### src/rtl/i2c_eeprom_arbiter.sv
// rtl/i2c_eeprom_arbiter.sv - two-client round-robin arbiter/sequencer for the I2C EEPROM master
//
// Purpose: grants byte-write and random-read transactions from two clients
// round-robin, holds the master's level-sensitive request/address/data inputs
// steady for the whole transfer, returns completion and read data to the
// winning client and enforces the EEPROM internal write-cycle gap after writes.
// Optional feature macro: I2C_ARB_TIMEOUT_EN (abort a transfer that sees no
// master ack within TIMEOUT_CYCLES; otherwise BUSY waits indefinitely).
//
// Ports:
//   clk, reset                       clock, synchronous active-high reset
//   cN_req/wr/dev/reg/wdata          client N request (level, held until cN_ack)
//   cN_ack/rdata/err                 client N completion pulse, read data, timeout flag
//   mst_write_req/mst_read_req       level requests to the I2C master
//   mst_wr_dev_addr/wr_reg_addr/wdata    write address/data held for the master
//   mst_rd_dev_addr/rd_reg_addr      read address held for the master
//   mst_ack, mst_rdata               master completion pulse and read data
//   mst_abort                        one-cycle master reset request on timeout
module i2c_eeprom_arbiter #(
   parameter int WR_GAP_CYCLES  = 5000,
   parameter int TIMEOUT_CYCLES = 100000
) (
   input  logic       clk,
   input  logic       reset,
   input  logic       c0_req,
   input  logic       c0_wr,
   input  logic [6:0] c0_dev,
   input  logic [7:0] c0_reg,
   input  logic [7:0] c0_wdata,
   output logic       c0_ack,
   output logic [7:0] c0_rdata,
   output logic       c0_err,
   input  logic       c1_req,
   input  logic       c1_wr,
   input  logic [6:0] c1_dev,
   input  logic [7:0] c1_reg,
   input  logic [7:0] c1_wdata,
   output logic       c1_ack,
   output logic [7:0] c1_rdata,
   output logic       c1_err,
   output logic       mst_write_req,
   output logic       mst_read_req,
   output logic [7:0] mst_wr_dev_addr,
   output logic [7:0] mst_wr_reg_addr,
   output logic [7:0] mst_wdata,
   output logic [7:0] mst_rd_dev_addr,
   output logic [7:0] mst_rd_reg_addr,
   input  logic       mst_ack,
   input  logic [7:0] mst_rdata,
   output logic       mst_abort
);

   localparam int GAP_W = (WR_GAP_CYCLES > 0) ? $clog2(WR_GAP_CYCLES + 1) : 1;
   localparam logic [GAP_W-1:0] GAP_LAST = GAP_W'((WR_GAP_CYCLES > 0) ? WR_GAP_CYCLES - 1 : 0);

   typedef enum logic [1:0] {ST_IDLE, ST_BUSY, ST_GAP} state_t;

   state_t           state_q;
   logic             last_grant_q;
   logic             grant_q;
   logic             op_wr_q;
   logic [GAP_W-1:0] gap_cnt_q;

   logic       c0_ack_q, c1_ack_q;
   logic [7:0] c0_rdata_q, c1_rdata_q;
   logic       mst_write_req_q, mst_read_req_q;
   logic [7:0] mst_wr_dev_addr_q, mst_wr_reg_addr_q, mst_wdata_q;
   logic [7:0] mst_rd_dev_addr_q, mst_rd_reg_addr_q;

`ifdef I2C_ARB_TIMEOUT_EN
   localparam int TMO_W = (TIMEOUT_CYCLES > 1) ? $clog2(TIMEOUT_CYCLES) : 1;
   localparam logic [TMO_W-1:0] TMO_LAST = TMO_W'((TIMEOUT_CYCLES > 0) ? TIMEOUT_CYCLES - 1 : 0);

   logic [TMO_W-1:0] tmo_cnt_q;
   logic             mst_abort_q, c0_err_q, c1_err_q;
`endif

   logic       elig0_d, elig1_d, grant_valid_d, grant_sel_d, sel_wr_d;
   logic [6:0] sel_dev_d;
   logic [7:0] sel_reg_d, sel_wdata_d;

   always_comb begin
      // A client whose ack is high this cycle is still dropping req; skip it.
      elig0_d       = c0_req & ~c0_ack_q;
      elig1_d       = c1_req & ~c1_ack_q;
      grant_valid_d = elig0_d | elig1_d;
      // On a tie the client that did not win last time goes next.
      grant_sel_d   = (elig0_d & elig1_d) ? ~last_grant_q : elig1_d;
      sel_wr_d      = grant_sel_d ? c1_wr    : c0_wr;
      sel_dev_d     = grant_sel_d ? c1_dev   : c0_dev;
      sel_reg_d     = grant_sel_d ? c1_reg   : c0_reg;
      sel_wdata_d   = grant_sel_d ? c1_wdata : c0_wdata;
   end

   always_ff @(posedge clk) begin
      if (reset) begin
         state_q           <= ST_IDLE;
         last_grant_q      <= 1'b1;
         grant_q           <= 1'b0;
         op_wr_q           <= 1'b0;
         gap_cnt_q         <= '0;
         c0_ack_q          <= 1'b0;
         c1_ack_q          <= 1'b0;
         c0_rdata_q        <= 8'hFF;
         c1_rdata_q        <= 8'hFF;
         mst_write_req_q   <= 1'b0;
         mst_read_req_q    <= 1'b0;
         mst_wr_dev_addr_q <= 8'h00;
         mst_wr_reg_addr_q <= 8'h00;
         mst_wdata_q       <= 8'h00;
         mst_rd_dev_addr_q <= 8'h00;
         mst_rd_reg_addr_q <= 8'h00;
`ifdef I2C_ARB_TIMEOUT_EN
         tmo_cnt_q         <= '0;
         mst_abort_q       <= 1'b0;
         c0_err_q          <= 1'b0;
         c1_err_q          <= 1'b0;
`endif
      end else begin
         c0_ack_q <= 1'b0;
         c1_ack_q <= 1'b0;
`ifdef I2C_ARB_TIMEOUT_EN
         mst_abort_q <= 1'b0;
         c0_err_q    <= 1'b0;
         c1_err_q    <= 1'b0;
`endif
         case (state_q)
            ST_IDLE: begin
               if (grant_valid_d) begin
                  last_grant_q <= grant_sel_d;
                  grant_q      <= grant_sel_d;
                  op_wr_q      <= sel_wr_d;
                  // Only the fields of the chosen op change; the others keep their value.
                  if (sel_wr_d) begin
                     mst_write_req_q   <= 1'b1;
                     mst_wr_dev_addr_q <= {sel_dev_d, 1'b0};
                     mst_wr_reg_addr_q <= sel_reg_d;
                     mst_wdata_q       <= sel_wdata_d;
                  end else begin
                     mst_read_req_q    <= 1'b1;
                     mst_rd_dev_addr_q <= {sel_dev_d, 1'b1};
                     mst_rd_reg_addr_q <= sel_reg_d;
                  end
`ifdef I2C_ARB_TIMEOUT_EN
                  tmo_cnt_q <= '0;
`endif
                  state_q <= ST_BUSY;
               end
            end
            ST_BUSY: begin
               // The ack is checked first so it wins over a same-cycle timeout.
               if (mst_ack) begin
                  mst_write_req_q <= 1'b0;
                  mst_read_req_q  <= 1'b0;
                  if (grant_q) begin
                     c1_ack_q <= 1'b1;
                     if (!op_wr_q) c1_rdata_q <= mst_rdata;
                  end else begin
                     c0_ack_q <= 1'b1;
                     if (!op_wr_q) c0_rdata_q <= mst_rdata;
                  end
                  gap_cnt_q <= '0;
                  state_q   <= (op_wr_q && (WR_GAP_CYCLES > 0)) ? ST_GAP : ST_IDLE;
               end
`ifdef I2C_ARB_TIMEOUT_EN
               else if (tmo_cnt_q == TMO_LAST) begin
                  mst_write_req_q <= 1'b0;
                  mst_read_req_q  <= 1'b0;
                  mst_abort_q     <= 1'b1;
                  if (grant_q) begin
                     c1_ack_q   <= 1'b1;
                     c1_err_q   <= 1'b1;
                     c1_rdata_q <= 8'hFF;
                  end else begin
                     c0_ack_q   <= 1'b1;
                     c0_err_q   <= 1'b1;
                     c0_rdata_q <= 8'hFF;
                  end
                  state_q <= ST_IDLE;
               end else begin
                  tmo_cnt_q <= tmo_cnt_q + 1'b1;
               end
`endif
            end
            ST_GAP: begin
               if (gap_cnt_q == GAP_LAST) state_q <= ST_IDLE;
               else gap_cnt_q <= gap_cnt_q + 1'b1;
            end
            default: state_q <= ST_IDLE;
         endcase
      end
   end

   assign c0_ack          = c0_ack_q;
   assign c1_ack          = c1_ack_q;
   assign c0_rdata        = c0_rdata_q;
   assign c1_rdata        = c1_rdata_q;
   assign mst_write_req   = mst_write_req_q;
   assign mst_read_req    = mst_read_req_q;
   assign mst_wr_dev_addr = mst_wr_dev_addr_q;
   assign mst_wr_reg_addr = mst_wr_reg_addr_q;
   assign mst_wdata       = mst_wdata_q;
   assign mst_rd_dev_addr = mst_rd_dev_addr_q;
   assign mst_rd_reg_addr = mst_rd_reg_addr_q;

`ifdef I2C_ARB_TIMEOUT_EN
   assign mst_abort = mst_abort_q;
   assign c0_err    = c0_err_q;
   assign c1_err    = c1_err_q;
`else
   logic unused_tmo;
   assign unused_tmo = ^TIMEOUT_CYCLES;
   assign mst_abort  = 1'b0;
   assign c0_err     = 1'b0;
   assign c1_err     = 1'b0;
`endif

endmodule

### config.mk
export PLATFORM = sky130hd
export DESIGN_NAME = i2c_eeprom_arbiter
export DESIGN_NICKNAME = d
export VERILOG_FILES = /design/src/rtl/i2c_eeprom_arbiter.sv
export SDC_FILE = /design/constraint.sdc
export NUM_CORES = 1
export LEC_CHECK = 0
export CORE_MARGIN = 8
export CORE_UTILIZATION = 35
export CTS_BUF_LIST = sky130_fd_sc_hd__clkbuf_4
export DETAILED_ROUTE_END_ITERATION = 6
export PLACE_DENSITY_LB_ADDON = 0.1
export SLEW_MARGIN = 20
export SYNTH_ARGS = -nofsm -noshare
export SYNTH_HDL_FRONTEND = slang
export SYNTH_SLANG_ARGS = --single-unit
### constraint.sdc
create_clock -name clk -period 2.1 [get_ports clk]
set_input_delay 0.63 -clock clk [delete_from_list [all_inputs] [get_ports clk]]
set_output_delay 0.63 -clock clk [all_outputs]
set_load 0.05 [all_outputs]
=== Yosys cells after proc, flatten, opt, wreduce, memory -nomap -nowiden ===
Cells that the tools add are included.

* ROM bits: 0
* Bits in writable memories: 0
* Flip-flop bits (word level): 77
* Memories kept: 0
* Output and inout port bits: 63
* Bits in latches: 0
* Logic and storage cells: 73

* Multipliers: 0
* Order comparisons: 0
* Eq/ne operators: 9
* Bitwise gates (word level): 12
* Div/mod/pow operators: 0
* Reduce and logical (&&, ||, !) cells: 13
* Mux-type cells: 22
* Shifts and indexed selects: 0
* Add/subtract/negate cells: 1

{| class="wikitable"
|+ Operators with widths
! kind !! number
|-
| 13-bit 2-to-1 mux || 2
|-
| 13-bit case mux with 2 select lines || 1
|-
| 8-bit 2-to-1 mux || 2
|-
| 4-bit AND reduction || 4
|-
| 13-bit by 1-bit adder with 13-bit output, second input constant || 1
|-
| 13-bit equality test, second input constant || 1
|-
| 2-bit != test, second input constant || 6
|-
| 3-bit AND reduction || 4
|-
| 1-bit 2-to-1 mux || 9
|-
| 2-bit 2-to-1 mux || 4
|-
| 1-bit inverter || 8
|-
| 7-bit 2-to-1 mux || 1
|-
| 2-bit case mux with 3 select lines || 1
|-
| 1-bit case mux with 2 select lines || 2
|-
| 2-bit nonzero test || 2
|-
| 1-bit AND || 3
|-
| 3-bit OR reduction || 1
|-
| 2-bit by 1-bit equality test with 1-bit output, second input constant || 1
|-
| 2-bit equality test, second input constant || 1
|-
| 2-bit logical NOT || 1
|-
| 2-bit AND reduction || 1
|-
| 1-bit bitwise OR || 1
|}

=== Longest topological paths before layout ===
Gate-level depths: netlist of the first run.

* Word-level depth: 8
* Gate-level depth with buffers: 7
* Depth with buffers taken out: 5

=== Least setup slack after synthesis of the first run ===
Ideal clock, no wire load.

* Kind: flip-flop to flip-flop
* From: register c0_ack_q, in the netlist c0_ack
* To: register mst_rd_dev_addr_q[5], in the netlist mst_rd_dev_addr[5]
* Stages on the path, launching flop included: 8
* Path slack: 0.142 ns
* Arrival: 1.839 ns
* Required time: 1.980 ns
* Cell sequence: dfxtp_1 nand3b_4 buf_6 a21boi_1 or3_1 buf_6 buf_6 mux2i_1

* Longest elaborated chain between the ends: 7
* Elaborated cells on any way between the ends: 9

{| class="wikitable"
|+ RTL lines
! what !! RTL line !! text
|-
| from (decl) || 64 || <nowiki>logic c0_ack_q, c1_ack_q;</nowiki>
|-
| from (signal assigned) || 102 || <nowiki>c0_ack_q <= 1'b0;</nowiki>
|-
| from (signal assigned) || 120 || <nowiki>c0_ack_q <= 1'b0;</nowiki>
|-
| from (signal assigned) || 159 || <nowiki>c0_ack_q <= 1'b1;</nowiki>
|-
| 1-bit inverter (*) || 84 || <nowiki>elig0_d = c0_req & ~c0_ack_q;</nowiki>
|-
| 1-bit AND (*) || 84 ||
|-
| 1-bit AND || 88 || <nowiki>grant_sel_d = (elig0_d & elig1_d) ? ~last_grant_q : elig1_d;</nowiki>
|-
| 1-bit 2-to-1 mux || 88 ||
|-
| 1-bit 2-to-1 mux || 89 || <nowiki>sel_wr_d = grant_sel_d ? c1_wr : c0_wr;</nowiki>
|-
| 1-bit inverter (no line) || -- ||
|-
| 3-bit AND reduction (no line) || -- ||
|-
| to (signal assigned) || 141 || <nowiki>mst_rd_dev_addr_q <= {sel_dev_d, 1'b1};</nowiki>
|-
| to (decl) || 68 || <nowiki>logic [7:0] mst_rd_dev_addr_q, mst_rd_reg_addr_q;</nowiki>
|}

Mark *: on every way between the ends. The rest lies on a longest branch, timed or not.
A chain may end at the register's enable or synchronous reset.

=== Worst setup path in the final report of the first run ===
* From: input port c0_req
* To: register mst_wr_dev_addr_q[6], in the netlist mst_wr_dev_addr[6]

* Longest elaborated chain between the ends: 5
* Elaborated cells on any way between the ends: 7

{| class="wikitable"
|+ RTL lines
! what !! RTL line !! text
|-
| from (decl) || 25 || <nowiki>input logic c0_req,</nowiki>
|-
| 1-bit AND (*) || 84 ||
|-
| 1-bit AND || 88 ||
|-
| 1-bit 2-to-1 mux || 88 ||
|-
| 1-bit 2-to-1 mux || 89 ||
|-
| 3-bit AND reduction (no line) || -- ||
|-
| to (signal assigned) || 136 || <nowiki>mst_wr_dev_addr_q <= {sel_dev_d, 1'b0};</nowiki>
|-
| to (decl) || 67 || <nowiki>logic [7:0] mst_wr_dev_addr_q, mst_wr_reg_addr_q, mst_wdata_q;</nowiki>
|}

Marks and branches as above.

==> results.sh, run 1 <==
export IMPL_core_area_mm2=0.01089
export IMPL_firstDrtPassIters=4
export IMPL_ys_types=51
export IMPL_hold_end="mst_write_req"
export IMPL_reg2reg_setup_slack_ps=290
export IMPL_swShare=0.3410
export IMPL_p_clk_frac=0.277
export IMPL_period_share=0.8964
export IMPL_cts_post_setup_buffers_inserted=0
export IMPL_status="finished, final reports clean"
export IMPL_detail_route_antenna_nets=0
export IMPL_synth_seq_cells=77
export IMPL_end_kind="register"
export IMPL_setup_viol=0
export IMPL_cp_max_fo=7
export IMPL_path_class="input pin to register"
export IMPL_rsz0062_at_grt="no"
export IMPL_grt_pass1_vias=3707
export IMPL_syn_area_per_cell_um2=8.858
export IMPL_seq_power_share=0.425
export IMPL_p_switching_mw=1.309
export IMPL_die_x_um=121.6
export IMPL_final_area_mm2=0.005375
export IMPL_synth_fa_ha_area_frac=0.003203
export IMPL_total_power_mw=3.839
export IMPL_nets=627
export IMPL_synth_flop_cell="dfxtp_1"
export IMPL_synth_compound_area_frac=0.1989
export IMPL_reg2reg_to="gap_cnt_q[9]"
export IMPL_cts_tree="done"
export IMPL_final_cells=710
export IMPL_internal_power_mw=2.530
export IMPL_cap_violations=0
export IMPL_grtUsageTotal=0.1516
export IMPL_yosysWarnings=0
export IMPL_hold_depth=2
export IMPL_path_clk_slew_ps=130
export IMPL_dieArea_mm2=0.01480
export IMPL_synth_cells=441
export IMPL_dp_cells=694
export IMPL_boundaryPins=124
export IMPL_fin_ws_ps=217.6
export IMPL_antenna_cells=0
export IMPL_pwr_share_comb=0.298
export IMPL_num_rows=38
export IMPL_die_y_um=121.6
export IMPL_synth_top_family_by_area="simple AND/OR/NAND/NOR gates"
export IMPL_wl_per_cell_um=16.02
export IMPL_hold_path_class="register to register"
export IMPL_drcViolationCount=0
export IMPL_grt_pass1_wl_mm=18.32
export IMPL_fmax_mhz=531.2
export IMPL_clock_skew_ps=20.22
export IMPL_root_buffer="clkbuf_4"
export IMPL_hold_worst_slack_ps=454.3
export IMPL_clock_sinks=77
export IMPL_dpl_cell_area_mm2=0.005205
export IMPL_grt_remaining_overflow=0
export IMPL_synthXorXnorAreaFrac=0.006726
export IMPL_cts_buffers_inserted=9
export IMPL_timing_final_crit_period_ps=1882
export IMPL_dpl_hpwl_mm=8.379
export IMPL_power_per_cell_area_mw_per_mm2=714.3
export IMPL_async_reset_ff_frac=0
export IMPL_numPortBuffers=119
export IMPL_syn2layout_area_growth_pct=37.60
export IMPL_cts_buffer_depth=2
export IMPL_vias=3666
export IMPL_viasPerCell=5.163
export IMPL_ys_seq_area_frac=0.3946
export IMPL_setup_tns_ps=0
export IMPL_muxShareOfSynthArea=0.04100
export IMPL_start_kind="input pin"
export IMPL_worstPathRequired_ps=2420
export IMPL_cts_resized=0
export IMPL_pre_cts_slack_ps=-209.0
export IMPL_clk_latency_ps=420
export IMPL_h_tree_depth=3
export IMPL_final_hold_viol_count=0
export IMPL_peakVddDrop_mv=0.3382
export IMPL_hp_start="mst_write_req"
export IMPL_initial_utilization=0.3588
export IMPL_synth_simple_area_share=0.2799
export IMPL_r2r_start="gap_cnt_q[0]"
export IMPL_report_final_slew_viol_count=0
export IMPL_worstPathArrival_ps=2200
export IMPL_grt_antenna_before_repair=0
export IMPL_drive_gt1_frac=0.2018
export IMPL_first_iter_violations=193
export IMPL_place_congestion=0.8323
export IMPL_synth_edff_count=0
export IMPL_routed_wl_mm=11.38
export IMPL_netlist_area_mm2=0.003906
export IMPL_grt_max_degree=36
export IMPL_ff2ff_path_depth=5
export IMPL_p_leak_nw=2.219
export IMPL_cts_hold_repair_buffers=0
export IMPL_fin_util=0.4937
how the worst max path moves through the flow:
stage / start / endpoint / slack, ps
final: c0_req / mst_wr_dev_addr[6] / 220
after global routing: c0_req / mst_wr_reg_addr[6] / 130
after CTS: c0_req / mst_wr_dev_addr[6] / 240
after detailed placement: c0_req / mst_wdata[6] / -210
after global placement: c0_req / mst_rd_dev_addr[5] / -160
after floorplan: c0_ack / mst_rd_dev_addr[5] / 140
cell families after synthesis:
logic type,count (synthesis)
and+or+nand+nor,168
AOI/OAI and AO/OA,110
DFF,77
buffers and inverters,65
muxes,16
xor gates and xnor gates,3
adders and majority gates,1
other,1
critical path, cell delays in order:
cell	delay [ps]
clkdlybuf4s50_1	520
nor2b_1	190
buf_4	140
o21a_1	160
o21ai_2	100
buf_4	170
a221oi_1	290
cell usage in the layout (no fill, tap or decap), drive strengths merged, types with 4 or more instances in the layout:
cell type,instances
a211o,8
a21boi,16
a21oi,10
a221oi,23
and3,18
buf,91
clkbuf,10
clkdlybuf4s50,59
conb,4
dfxtp,77
inv,27
mux2i,16
nand2,24
nand2b,40
nand3b,11
nand4,6
nand4b,23
nor2,7
nor2b,9
nor3,5
o21ai,29
o21bai,15
or3,7
cells in the mapped netlist (all sizes together), types with 6 or more instances:
library cell	instances	area, um^2
a211o	8	70.07
a21boi	16	120.1
a21oi	10	50.05
a221oi	23	201.4
and3	18	117.6
buf	14	100.1
clkbuf	26	97.59
dfxtp	77	1541
inv	25	93.84
mux2i	16	160.2
nand2	24	90.09
nand2b	40	250.2
nand3b	11	95.09
nand4	6	37.54
nand4b	23	201.4
nor2	7	26.28
nor2b	9	56.30
o21ai	29	148.9
o21bai	15	112.6
or3	7	43.79
per-layer routing:
| metal | track usage | share of wire | up-vias |
|---|---|---|---|
| li1 | - | - | 1832 |
| met1 | 0.1889 | 0.46 | 1724 |
| met2 | 0.2436 | 0.46 | 103 |
| met3 | 0.05831 | 0.076 | 7 |
| met4 | 0.03238 | 0.0061 | 0 |
| met5 | 0 | 0 | - |
final cells by class:
cell class	instances	area, um^2
Inverter	25	93.84
Clock buffer	10	75.07
Timing Repair Buffer	150	1309
Fill cell	1064	5513
Sequential cell	77	1541
Multi-Input combinational cell	302	2086
Tap cell	140	175.2
Clock inverter	6	95.09
registers in the layout, indices dropped and copies added, names as in the netlist, 2 cells and up:
name / cells
mst_wr_reg_addr: 8
mst_rd_reg_addr: 8
mst_wr_dev_addr: 7
state_q: 2
c0_rdata: 8
mst_rd_dev_addr: 8
gap_cnt_q: 13
mst_wdata: 8
c1_rdata: 8
power by group through the flow:
stage | clock (mW) | sequential [mW] | combinational (mW)
3_5_place_dp | 0 | 1.66 | 1.15
2_1_floorplan | 0 | 1.98 | 0.401
4_1_cts | 1.11 | 1.63 | 1.15
6_report | 1.06 | 1.63 | 1.14
3_3_place_gp | 0 | 1.66 | 1.14
5_1_grt | 1.17 | 1.65 | 1.22
Power figures use the tool's default switching activity.
==> run 2, diff against run 1 <==
--- a/config.mk
+++ b/config.mk
@@ -9,7 +9,6 @@
 export CORE_UTILIZATION = 35
 export CTS_BUF_LIST = sky130_fd_sc_hd__clkbuf_4
 export DETAILED_ROUTE_END_ITERATION = 6
-export PLACE_DENSITY_LB_ADDON = 0.1
 export SLEW_MARGIN = 20
 export SYNTH_ARGS = -nofsm -noshare
 export SYNTH_HDL_FRONTEND = slang
==> run 2 against run 1 <==
- first-iteration DRC count fell by 2.1%
- combinational power about the same
- flip-flop and latch count stayed put
- utilization increased by 0.34 points
- design area grew 0.70%
- sequential share of layout area fell by 0.20 points
- final cell count increased by 0.28%
- critical path depth unchanged
- clock skew decreased by 0.70 ps
==> results.sh, run 2 (same netlist as run 1, synthesis figures left out) <==
export IMPL_grt_antenna_before_repair=1
export IMPL_final_hold_viol_count=0
export IMPL_place_congestion=0.7699
export IMPL_worst_slew_pin_slew_ps=591.4
export IMPL_core_area_mm2=0.01089
export IMPL_routed_wl_mm=11.83
export IMPL_grtUsageTotal=0.1581
export IMPL_total_power_mw=3.760
export IMPL_wl_per_cell_um=16.61
export IMPL_worstPathArrival_ps=2180
export IMPL_setup_viol=0
export IMPL_final_common_cell="buf_4"
export IMPL_grt_max_degree=35
export IMPL_h_tree_depth=3
export IMPL_die_x_um=121.6
export IMPL_drive_gt1_frac=0.2032
export IMPL_viasPerCell=5.216
export IMPL_cp_buffers_inverters=3
export IMPL_clock_skew_ps=19.52
export IMPL_initial_utilization=0.3588
export IMPL_largest_reg_flops=13
export IMPL_dieArea_mm2=0.01480
export IMPL_clk_latency_ps=430
export IMPL_nets=628
export IMPL_vias=3714
export IMPL_path_delay_family="buffers and inverters"
export IMPL_path_clk_slew_ps=140
export IMPL_start_kind="input pin"
export IMPL_top_register="gap_cnt_q"
export IMPL_cp_max_fo=9
export IMPL_fmax_mhz=539.1
export IMPL_firstDrtPassIters=4
export IMPL_hold_path_class="register to register"
export IMPL_root_buffer="clkbuf_4"
export IMPL_path_class="input pin to register"
export IMPL_status="finished, final reports clean"
export IMPL_syn2layout_area_growth_pct=38.57
export IMPL_cts_resized=0
export IMPL_grt_pass1_vias=3730
export IMPL_first_iter_violations=189
export IMPL_p_leak_nw=2.230
export IMPL_peakVddDrop_mv=0.3254
export IMPL_timing_final_crit_period_ps=1855
export IMPL_power_per_cell_area_mw_per_mm2=694.6
export IMPL_cap_violations=0
export IMPL_period_share=0.8833
export IMPL_ff2ff_path_depth=5
export IMPL_layout_common_cells="84 x buf_4, 77 x dfxtp_1, 59 x clkdlybuf4s50_1, 40 x nand2b_1, 26 x o21ai_0"
export IMPL_cts_tree="done"
export IMPL_cts_hold_repair_buffers=0
export IMPL_hold_depth=2
export IMPL_crit_slowest_cell="clkdlybuf4s50_1"
export IMPL_die_y_um=121.6
export IMPL_report_final_slew_viol_count=0
export IMPL_end_kind="register"
export IMPL_clock_sinks=77
export IMPL_hold_worst_slack_ps=459.5
export IMPL_num_rows=38
export IMPL_crit_chain="clkdlybuf4s50_1 > nor2b_1 > buf_4 > o21a_1 > o21ai_2 > buf_4 > a221oi_1"
export IMPL_grt_pass1_wl_mm=18.93
export IMPL_slowest_delay_ps=510
export IMPL_grt_remaining_overflow=0
export IMPL_cts_post_setup_buffers_inserted=0
export IMPL_fin_util=0.4971
export IMPL_cts_buffer_depth=2
export IMPL_worstPathRequired_ps=2430
export IMPL_numPortBuffers=119
export IMPL_detail_route_antenna_nets=0
export IMPL_max_slew_margin=0.6057
export IMPL_crit_top_cell="buf_4"
export IMPL_rsz0062_at_grt="no"
export IMPL_drcViolationCount=0
export IMPL_cts_buffers_inserted=9
export IMPL_boundaryPins=124
export IMPL_worst_path_stages=7
export IMPL_dpl_hpwl_mm=8.681
==> run 2: cell types whose count changed in the layout (fill, tap and decap cells not counted), sizes merged <==
cell | before | now
inv | 27 | 28
diode | 0 | 1
clkinv | 0 | 1
clkbuf | 10 | 9
buf | 91 | 92
bufinv | 2 | 1
==> run 2: through the flow <==
stage	cell area (um^2)	setup WS (ps)	instances	setup TNS, ps
2_1_floorplan	3918	141.6	444	0
3_3_place_gp	5263	-157.1	695	-5690
3_5_place_dp	5263	-197.4	695	-6442
4_1_cts	5410	263.2	711	0
5_1_grt	5413	171.0	712	0
6_report	5413	245.1	712	0
==> run 2: worst register-to-register path, stage by stage (launching register included) <==
cell	delay [ps]
dfxtp_1	360
ha_1	230
and4_1	220
and3_1	310
nor4_1	440
mux2i_1	220
==> run 2: area by class of cell <==
class                   instances  area (um^2)
multi-input cells             302         2086
clock inverters                 7        80.08
repair buffers                151         1366
diodes                          1        2.502
clock buffers                   9        67.56
well taps                     140        175.2
fillers                      1040         5475
inverters                      25        93.84
flip-flops and latches         77         1541
==> run 2: metal layers <==
| layer | wire length (um) | vias up | global-route usage | part of all wire |
|---|---|---|---|---|
| met3 | 584 | 9 | 0.03702 | 0.049 |
| met5 | 0 | - | 0 | 0 |
| met4 | 162 | 0 | 0.05243 | 0.014 |
| li1 | - | 1844 | - | - |
| met2 | 5547 | 93 | 0.2618 | 0.47 |
| met1 | 5534 | 1768 | 0.1983 | 0.47 |
==> run 2: worst paths after layout <==
path	startpoint	end	slack (ps)
max	c0_req	mst_wr_reg_addr[6]	250
min	mst_write_req	mst_write_req	460
max reg2reg	gap_cnt_q[0]	gap_cnt_q[11]	260
min reg2reg	mst_write_req	mst_write_req	460
==> run 2: power by group <==
group	switching, mW	internal [mW]
Combinational	0.696	0.472
Sequential	0.0677	1.57
Clock	0.582	0.377
